===== config.mk =====
export PLATFORM = sky130hd
export DESIGN_NAME = execute_cycle
export DESIGN_NICKNAME = d
export VERILOG_FILES = /design/src/rtl/execute_cycle.sv
export SDC_FILE = /design/constraint.sdc
export NUM_CORES = 2
export LEC_CHECK = 0
export ABC_AREA = 1
export CAP_MARGIN = 15
export CORE_MARGIN = 8
export CORE_UTILIZATION = 39
export CTS_CLUSTER_DIAMETER = 100
export DETAILED_ROUTE_END_ITERATION = 7
export GPL_TIMING_DRIVEN = 0
export HOLD_SLACK_MARGIN = 0.05
export PLACE_DENSITY = 0.6
export SYNTH_ARGS = -nofsm -noshare
export SYNTH_HDL_FRONTEND = slang
export SYNTH_SLANG_ARGS = --single-unit

===== constraint.sdc =====
create_clock -name clk -period 7.3 [get_ports clk]
set_input_delay 2.19 -clock clk [delete_from_list [all_inputs] [get_ports clk]]
set_output_delay 2.19 -clock clk [all_outputs]
set_load 0.1 [all_outputs]

===== src/rtl/execute_cycle.sv =====
// execute_cycle: EX stage of a 5-stage RV32IM pipeline.
//   - Selects forwarded operands (RDxE / ResultW / ALUResultM) and runs the ALU.
//   - Resolves branches and jumps combinationally (PCSrcE, PCTargetE).
//   - Runs RV32M multiply/divide iteratively. StallE is held high while the
//     unit is busy.
//   - Drives the EX/MEM pipeline register (RegWriteM .. InstrM).
// Ports: clk, rst (sync, active low), ID/EX controls and data (*E),
//        forwarding selects and ResultW, EX/MEM outputs (*M),
//        PCSrcE/PCTargetE redirect, and StallE.
//
// state | meaning
// IDLE  | no M op in flight; an arriving M op latches its operands here
// BUSY  | one shift-add / shift-subtract step per cycle, MD_ITER steps
// DONE  | sign-correct the result and load it into EX/MEM
module execute_cycle #(
  parameter int XLEN    = 32,
  parameter int MD_ITER = 32
) (
  input  logic            clk,
  input  logic            rst,
  input  logic            RegWriteE,
  input  logic            MemWriteE,
  input  logic            JumpE,
  input  logic            BranchE,
  input  logic            JalrE,
  input  logic            ALUSrcE,
  input  logic            MulDivE,
  input  logic [1:0]      ResultSrcE,
  input  logic [3:0]      ALUControlE,
  input  logic [2:0]      funct3E,
  input  logic [XLEN-1:0] RD1E,
  input  logic [XLEN-1:0] RD2E,
  input  logic [XLEN-1:0] ImmExtE,
  input  logic [XLEN-1:0] PCE,
  input  logic [XLEN-1:0] PCPlus4E,
  input  logic [XLEN-1:0] InstrE,
  input  logic [4:0]      RdE,
  input  logic [1:0]      ForwardAE,
  input  logic [1:0]      ForwardBE,
  input  logic [XLEN-1:0] ResultW,
  output logic            RegWriteM,
  output logic            MemWriteM,
  output logic [1:0]      ResultSrcM,
  output logic [XLEN-1:0] ALUResultM,
  output logic [XLEN-1:0] WriteDataM,
  output logic [XLEN-1:0] PCPlus4M,
  output logic [XLEN-1:0] InstrM,
  output logic [4:0]      RdM,
  output logic            PCSrcE,
  output logic [XLEN-1:0] PCTargetE,
  output logic            StallE
);

  localparam int CW = $clog2(MD_ITER + 1);

  typedef enum logic [1:0] {S_IDLE, S_BUSY, S_DONE} md_state_e;

  md_state_e         state_q, state_d;
  logic [CW-1:0]     cnt_q, cnt_d;
  logic [XLEN-1:0]   hi_q, hi_d, lo_q, lo_d, m_q, m_d;
  logic [2:0]        f3_q, f3_d;
  logic              neg_a_q, neg_a_d, neg_b_q, neg_b_d, b_zero_q, b_zero_d;

  logic              reg_write_q, mem_write_q;
  logic [1:0]        result_src_q;
  logic [XLEN-1:0]   alu_result_q, write_data_q, pc_plus4_q, instr_q;
  logic [4:0]        rd_q;

  logic [XLEN-1:0]   src_a, fwd_b, src_b, alu_res, jalr_sum, md_result;
  logic [XLEN-1:0]   mag_a, mag_b, quot, rem;
  logic [2*XLEN-1:0] prod;
  logic [XLEN:0]     mul_sum, div_shift, div_diff;
  logic              taken, stall, a_signed, b_signed, neg_a, neg_b;

  assign RegWriteM  = reg_write_q;
  assign MemWriteM  = mem_write_q;
  assign ResultSrcM = result_src_q;
  assign ALUResultM = alu_result_q;
  assign WriteDataM = write_data_q;
  assign PCPlus4M   = pc_plus4_q;
  assign InstrM     = instr_q;
  assign RdM        = rd_q;

  always_comb begin
    case (ForwardAE)
      2'b01:   src_a = ResultW;
      2'b10:   src_a = alu_result_q;
      default: src_a = RD1E;
    endcase
    case (ForwardBE)
      2'b01:   fwd_b = ResultW;
      2'b10:   fwd_b = alu_result_q;
      default: fwd_b = RD2E;
    endcase
    src_b = ALUSrcE ? ImmExtE : fwd_b;
  end

  always_comb begin
    alu_res = '0;
    case (ALUControlE)
      4'b0000: alu_res = src_a + src_b;
      4'b0001: alu_res = src_a - src_b;
      4'b0010: alu_res = src_a & src_b;
      4'b0011: alu_res = src_a | src_b;
      4'b0100: alu_res = src_a ^ src_b;
      4'b0101: alu_res = {{(XLEN-1){1'b0}}, $signed(src_a) < $signed(src_b)};
      4'b0110: alu_res = {{(XLEN-1){1'b0}}, src_a < src_b};
      4'b0111: alu_res = src_a << src_b[4:0];
      4'b1000: alu_res = src_a >> src_b[4:0];
      4'b1001: alu_res = $signed(src_a) >>> src_b[4:0];
      4'b1010: alu_res = src_b;
      default: alu_res = '0;
    endcase
  end

  always_comb begin
    taken = 1'b0;
    case (funct3E)
      3'b000:  taken = (src_a == fwd_b);
      3'b001:  taken = (src_a != fwd_b);
      3'b100:  taken = ($signed(src_a) < $signed(fwd_b));
      3'b101:  taken = ($signed(src_a) >= $signed(fwd_b));
      3'b110:  taken = (src_a < fwd_b);
      3'b111:  taken = (src_a >= fwd_b);
      default: taken = 1'b0;
    endcase
  end

  assign jalr_sum  = src_a + ImmExtE;
  assign PCTargetE = JalrE ? {jalr_sum[XLEN-1:1], 1'b0} : (PCE + ImmExtE);
  assign PCSrcE    = ~StallE & (JumpE | (BranchE & taken));

  // Operand signedness per M op: mul/mulh/div/rem signed, mulhsu signs only A.
  assign a_signed = (funct3E == 3'b000) || (funct3E == 3'b001) || (funct3E == 3'b010) ||
                    (funct3E == 3'b100) || (funct3E == 3'b110);
  assign b_signed = (funct3E == 3'b000) || (funct3E == 3'b001) ||
                    (funct3E == 3'b100) || (funct3E == 3'b110);
  assign neg_a    = a_signed & src_a[XLEN-1];
  assign neg_b    = b_signed & fwd_b[XLEN-1];
  assign mag_a    = neg_a ? (~src_a + 1'b1) : src_a;
  assign mag_b    = neg_b ? (~fwd_b + 1'b1) : fwd_b;

  // hi holds the partial product (mul) or running remainder (div); lo holds
  // the multiplier being consumed (mul) or the dividend/quotient (div).
  assign mul_sum   = {1'b0, hi_q} + (lo_q[0] ? {1'b0, m_q} : '0);
  assign div_shift = {hi_q, lo_q[XLEN-1]};
  assign div_diff  = div_shift - {1'b0, m_q};

  always_comb begin
    state_d  = state_q;
    cnt_d    = cnt_q;
    hi_d     = hi_q;
    lo_d     = lo_q;
    m_d      = m_q;
    f3_d     = f3_q;
    neg_a_d  = neg_a_q;
    neg_b_d  = neg_b_q;
    b_zero_d = b_zero_q;
    stall    = 1'b0;
    case (state_q)
      S_IDLE: begin
        if (MulDivE) begin
          stall    = 1'b1;
          state_d  = S_BUSY;
          cnt_d    = '0;
          hi_d     = '0;
          lo_d     = funct3E[2] ? mag_a : mag_b;
          m_d      = funct3E[2] ? mag_b : mag_a;
          f3_d     = funct3E;
          neg_a_d  = neg_a;
          neg_b_d  = neg_b;
          b_zero_d = (fwd_b == '0);
        end
      end
      S_BUSY: begin
        stall = 1'b1;
        cnt_d = cnt_q + CW'(1);
        if (f3_q[2]) begin
          if (!div_diff[XLEN]) begin
            hi_d = div_diff[XLEN-1:0];
            lo_d = {lo_q[XLEN-2:0], 1'b1};
          end else begin
            hi_d = div_shift[XLEN-1:0];
            lo_d = {lo_q[XLEN-2:0], 1'b0};
          end
        end else begin
          hi_d = mul_sum[XLEN:1];
          lo_d = {mul_sum[0], lo_q[XLEN-1:1]};
        end
        if (cnt_q == CW'(MD_ITER - 1)) state_d = S_DONE;
      end
      S_DONE:  state_d = S_IDLE;
      default: state_d = S_IDLE;
    endcase
  end

  assign StallE = stall & rst;

  // Divide-by-zero leaves quotient magnitude all ones; sign correction must
  // not touch it. Remainder sign follows the dividend, which also covers x/0.
  always_comb begin
    prod = (neg_a_q ^ neg_b_q) ? (~{hi_q, lo_q} + 1'b1) : {hi_q, lo_q};
    quot = b_zero_q ? '1 : ((neg_a_q ^ neg_b_q) ? (~lo_q + 1'b1) : lo_q);
    rem  = neg_a_q ? (~hi_q + 1'b1) : hi_q;
    case (f3_q)
      3'b000:         md_result = prod[XLEN-1:0];
      3'b001, 3'b010,
      3'b011:         md_result = prod[2*XLEN-1:XLEN];
      3'b100, 3'b101: md_result = quot;
      default:        md_result = rem;
    endcase
  end

  always_ff @(posedge clk) begin
    if (!rst) begin
      state_q      <= S_IDLE;
      cnt_q        <= '0;
      hi_q         <= '0;
      lo_q         <= '0;
      m_q          <= '0;
      f3_q         <= '0;
      neg_a_q      <= 1'b0;
      neg_b_q      <= 1'b0;
      b_zero_q     <= 1'b0;
      reg_write_q  <= 1'b0;
      mem_write_q  <= 1'b0;
      result_src_q <= '0;
      alu_result_q <= '0;
      write_data_q <= '0;
      pc_plus4_q   <= '0;
      instr_q      <= '0;
      rd_q         <= '0;
    end else begin
      state_q  <= state_d;
      cnt_q    <= cnt_d;
      hi_q     <= hi_d;
      lo_q     <= lo_d;
      m_q      <= m_d;
      f3_q     <= f3_d;
      neg_a_q  <= neg_a_d;
      neg_b_q  <= neg_b_d;
      b_zero_q <= b_zero_d;
      if (StallE) begin
        reg_write_q  <= 1'b0;
        mem_write_q  <= 1'b0;
        result_src_q <= '0;
        alu_result_q <= '0;
        write_data_q <= '0;
        pc_plus4_q   <= '0;
        instr_q      <= '0;
        rd_q         <= '0;
      end else begin
        reg_write_q  <= RegWriteE;
        mem_write_q  <= MemWriteE;
        result_src_q <= ResultSrcE;
        alu_result_q <= (state_q == S_DONE) ? md_result : alu_res;
        write_data_q <= fwd_b;
        pc_plus4_q   <= PCPlus4E;
        instr_q      <= InstrE;
        rd_q         <= RdE;
      end
    end
  end

endmodule


== Word level (Yosys, flattened, before mapping) ==
Index checks and enable logic that the tools add are counted.

* Add/sub/neg operators: 12
* Order comparisons: 6
* Equality and inequality tests: 32
* Shift-type cells: 3
* Muxes and demuxes: 32
* Bitwise operators: 17
* Reduce and logical (&&, ||, !) cells: 18

{| class="wikitable"
|+ Operators by type and width
! operator !! count
|-
| 32-bit 2-to-1 mux || 16
|-
| 32-bit case mux with 11 select lines || 1
|-
| 32-bit case mux with 2 select lines || 4
|-
| 32-bit by 1-bit adder with 32-bit output, second input constant || 4
|-
| 32-bit less-than comparator || 4
|-
| 32-bit inverter || 4
|-
| 32-bit adder || 3
|-
| 32-bit case mux with 3 select lines || 1
|-
| 64-bit by 1-bit adder with 64-bit output, second input constant || 1
|-
| 32-bit greater-or-equal comparator || 2
|-
| 64-bit 2-to-1 mux || 1
|-
| 64-bit inverter || 1
|-
| 32-bit by 32-bit adder with 33-bit output || 1
|-
| 33-bit by 32-bit subtractor with 33-bit output || 1
|-
| 32-bit bitwise AND || 1
|-
| 32-bit equality test || 1
|-
| 32-bit zero test || 1
|-
| 32-bit inequality test || 1
|-
| 32-bit OR || 1
|-
| 32-bit by 5-bit << shifter with 32-bit output || 1
|-
| 32-bit by 5-bit right shift with 32-bit output || 1
|-
| 32-bit by 5-bit >>> shifter with 32-bit output || 1
|-
| 32-bit subtractor || 1
|-
| 32-bit XOR || 1
|-
| 31 further kinds || 66
|}

* Register bits: 247
* Input port bits: 251
* Output and inout bits: 171
* Logic and storage cells: 137

== Depth between registers and ports, before layout ==
* Depth in word-level cells: 10
* Depth in mapped cells: 30
* Gate-level depth less buffers: 27

== Worst setup path before layout ==
Ideal clock, no wire load.

* Path type: input-to-output
* Start point: in ForwardAE[0]
* End point: out PCTargetE[24]
* Arrival: 7.026 ns
* Required time: 5.110 ns
* Setup slack: -1.916 ns
* Stages: 18
* Path buffers: 1
* Cells stage by stage: inv_1 > ha_1 > inv_2 > buf_6 > o21ai_1 > inv_1 > fa_1 > nand3_1 > nand2_1 > a21oi_1 > nor2_1 > o22ai_1 > o21ai_0 > nand2_1 > o21ai_0 > nand2_1 > inv_1 > o21ai_0

* Word-level cells in the longest chain between the ends: 4
* Elaborated cells between the ends (all ways): 5
* Classes of those cells: add/sub (1); eq/ne (2); mux (2)

{| class="wikitable"
|+ Ends and longest elaborated chain
! what !! RTL line !! RTL
|-
| start: declaration || 38 || <nowiki>input logic [1:0] ForwardAE,</nowiki>
|-
| 2-bit equality test or 2-bit by 1-bit equality test with 1-bit output (tied branches) || 85 || <nowiki>case (ForwardAE)</nowiki>
|-
| 32-bit case mux with 2 select lines (*) || 85 ||
|-
| 32-bit adder (*) || 129 || <nowiki>assign jalr_sum = src_a + ImmExtE;</nowiki>
|-
| 32-bit 2-to-1 mux (*) || 130 || <nowiki>assign PCTargetE = JalrE ? {jalr_sum[XLEN-1:1], 1'b0} : (PCE + ImmExtE);</nowiki>
|-
| end: declaration || 50 || <nowiki>output logic [XLEN-1:0] PCTargetE,</nowiki>
|}

Mark *: on every way between the ends. The rest lies on a longest branch, timed or not.

== Final worst setup path ==
* Start point: in ForwardAE[0]
* End point: out PCSrcE

* Word-level cells in the longest chain between the ends: 7
* Elaborated cells between the ends (all ways): 13
* Classes of those cells: order compare (4); eq/ne (4); mux (2); bitwise (3)

{| class="wikitable"
|+ Ends and longest elaborated chain
! what !! RTL line !! RTL
|-
| 2-bit equality test or 2-bit by 1-bit equality test with 1-bit output (tied branches) || 85 ||
|-
| 32-bit case mux with 2 select lines (*) || 85 ||
|-
| 32-bit greater-or-equal comparator, or another cell as far along || 124 || <nowiki>3'b111: taken = (src_a >= fwd_b);</nowiki>
|-
| 1-bit case mux with 6 select lines (*) || 118 || <nowiki>case (funct3E)</nowiki>
|-
| 1-bit bitwise AND (*) || 131 || <nowiki>assign PCSrcE = ~StallE & (JumpE | (BranchE & taken));</nowiki>
|-
| 1-bit OR (*) || 131 ||
|-
| 1-bit bitwise AND (*) || 131 ||
|-
| end: declaration || 49 || <nowiki>output logic PCSrcE,</nowiki>
|}

Marks and branches as above.

==> flow_summary.ini <==
[pwr]
power_density_nw_per_um2 = 217
p_clk_share_pct = 17.1
leakage_nw = 20.8
p_seq_share_pct = 16.3
switching_share_pct = 55.3
p_int_mw = 4.38
total_power_mw = 9.78
comb_power_share_pct = 66.6
peakVddDrop_uv = 180
p_sw_mw = 5.40

[clocking]
hold_buffers = 0
cts-root-buf = clkbuf_16
cts_num_sinks = 247
cts_tree = built
cts_buffers = 30
insertion_delay_ns = 0.63
cts_max_level = 1
cts.path.max_buffers = 3
cts.reportedPaths.clkPinSlew_ns = 0.06

[logic_synthesis]
syn_inst = 6019
yosysMostFrequentCell = nand2_1
synth_top_cell_by_area = nand2_1
ys_seq_area_share_pct = 14.5
synthArstFlopShare_pct = 0
syn_area_um2 = 34000
mappedNetlistNets = 6537
synth_area_leaders = nand2_1, dfxtp_1, nand3_1, ha_1, inv_1
synth_top_cell_area_share_pct = 17.5
synth-edff-count = 0
ys_warn_count = 0
synth_ff_type = dfxtp_1
synth_common_cells = nand2_1, inv_1, nand3_1
avgSynthCellArea_um2 = 5.65
ys_ff_latch = 247
yosys.cell_types.count = 68

[routing]
totalWireLength_um = 224000
drt_pre_antenna_iters = 8
vias = 47100
ant_nets = 0
via_per_inst = 6.00
drcViolationCount = 1
wl_per_cell_um = 28.5
drtIter0Drc = 6315

[placement]
hpwl_um = 174000
numPortBuffers = 421
dp_cells = 7597
gp_congestion = 1.11

[critical_path]
crit_arrival_ns = 5.54
start_kind = primary input
cp.required_ns = 5.11
worstPathMaxFanout = 5
crit_path_end_kind = output port
critPathKind = in -> out

[floorplan]
die_width_um = 311
die_height_um = 311
row_count = 108
initial_utilization_pct = 39.3
ios = 422
core_um2 = 86600
die_area_um2 = 97000

[layout]
post-route-util_pct = 52.0
drive_above_1_share_pct = 11.5
syn_to_final_growth_pct = 32.3
fin_nets = 7179
fin_cells = 7847
nFillCells = 9062

[outcome]
violations = DRC, setup timing
status = finished with violations

[run]
cap_violations = 0

[timing]
hold_ws_ns = 0.492
worst_slack_ns = -0.434
fin_crit_ns = 7.73
max_freq_mhz = 129
slew_viol_final = 0
finalHoldViolCount = 0
slew-limit-headroom_pct = 19.8
skew_ns = 0.0422
setup_viol = 30
rsz0062_at_grt = yes
tightestPinTransition_ns = 1.20
fin_crit_sh_pct = 106
final.setup.tns_ns = -6.87

[worst_hold_path]
hold_path.class = reg -> reg

[global_routing]
antenna_found_initial = 18
gr-total-overflow = 0
grt_pass1_vias = 43800
grt_usage_pct = 43.1
grt_pass1_wl_um = 312000
grt_max_degree = 16
## state kept, by name (all words and copies together), names as in the netlist, 6 cells and up
register and count:
m_q 32, WriteDataM 32, cnt_q 6, InstrM 32
ALUResultM 32, hi_q 32, lo_q 32, PCPlus4M 32
## cell families (layout without fill, tap and decap cells)
family	count (synthesis)	after routing	synth area share, %
other	0	7	0
adder cells (fa/ha/maj)	267	267	9.95
AO/OA/AOI/OAI	1352	1352	23.0
buffers and inverters	988	1654	11.5
flip-flops	247	247	14.5
AND/OR/NAND/NOR	3039	3039	37.8
XOR/XNOR	126	126	3.26
## area by class of cell
type	instances	area, um2	area share (%)
clock buffer	38	821	1.82
buffer	262	1360	3.03
sequential	247	4940	11.0
clock inverter	18	267	0.592
tap	1155	1450	3.21
timing repair buffer	609	6260	13.9
multi-input combinational	4784	27100	60.1
timing repair inverter	1	6.26	0.0139
inverter	726	2850	6.32
antenna	7	17.5	0.0389
## metrics by stage
step	area, um2	setup WS (ns)
after floorplan	34400	-0.792
after global placement	40000	-3.25
after detailed placement	40100	-2.95
after CTS	44000	-0.273
after global routing	45000	-0.505
final	45000	-0.434
## repair_timing
action	in CTS	in global routing
pin swaps	98	80
cloned	5	2
setup endpoints to repair	50	39
setup buffers	136	43
resized for setup	548	196
## final timing paths
| check | start | endpoint | slack, ns | depth (start not counted) |
|---|---|---|---|---|
| min reg2reg | cnt_q[4] | cnt_q[4] | 0.49 | 2 |
| min | cnt_q[4] | cnt_q[4] | 0.49 | 2 |
| max | ForwardAE[0] | PCSrcE | -0.43 | 23 |
| max reg2reg | ALUResultM[2] | ALUResultM[18] | 1.42 | 21 |
## critical path, cell delays in order
cell and delay (ns):
buf_12 0.09, clkinv_8 0.04, ha_4 0.30, inv_8 0.06, buf_12 0.14, buf_16 0.16
o21ai_4 0.29, clkinvlp_4 0.29, ha_4 0.34, nand2_2 0.05, inv_2 0.07, nand2_2 0.06
nor4b_4 0.24, nand4_1 0.19, nor2_1 0.13, nand2_1 0.06, nand3_1 0.08, nand2_1 0.08
nor2_2 0.12, nand3_2 0.10, nand2_4 0.17, a21oi_4 0.08, buf_12 0.17
## placed cells by master, fill, tap and decap left out, types with 28 or more instances in the layout
cell and instances:
clkdlybuf4s50_1 380, ha_1 227, clkbuf_16 32, inv_1 667
ha_4 31, a21oi_1 464, o21ai_4 64, o21ai_1 46
o211ai_1 67, a221oi_1 28, o21bai_1 39, buf_2 57
xor2_1 98, o21ai_2 30, nor2_1 540, nand4_1 62
a21oi_2 31, nand2_2 44, nand2_1 1539, clkbuf_1 168
o21ai_0 408, buf_4 156, nand3_1 636, dfxtp_1 247
buf_12 52, nor3_1 63
## metal layers
metal	routed length, um	share of wire, %	vias to the layer above	GRT usage (%)
met5	119	0.053	-	0
met4	22600	10	20	33.8
met3	27400	12	916	14.4
met2	92600	41	3171	64.9
met1	80900	36	21700	49.9
li1	-	-	21300	-
## power groups by stage
stage          logic (mW)  registers, mW  clock network [mW]
2_1_floorplan        3.22           1.94                   0
3_3_place_gp         5.49           1.61                   0
3_5_place_dp         5.48           1.61                   0
4_1_cts              6.01           1.58                1.68
5_1_grt              6.80           1.60                1.73
6_report             6.52           1.59                1.67
No activity file was read; power rests on OpenSTA's default activity.
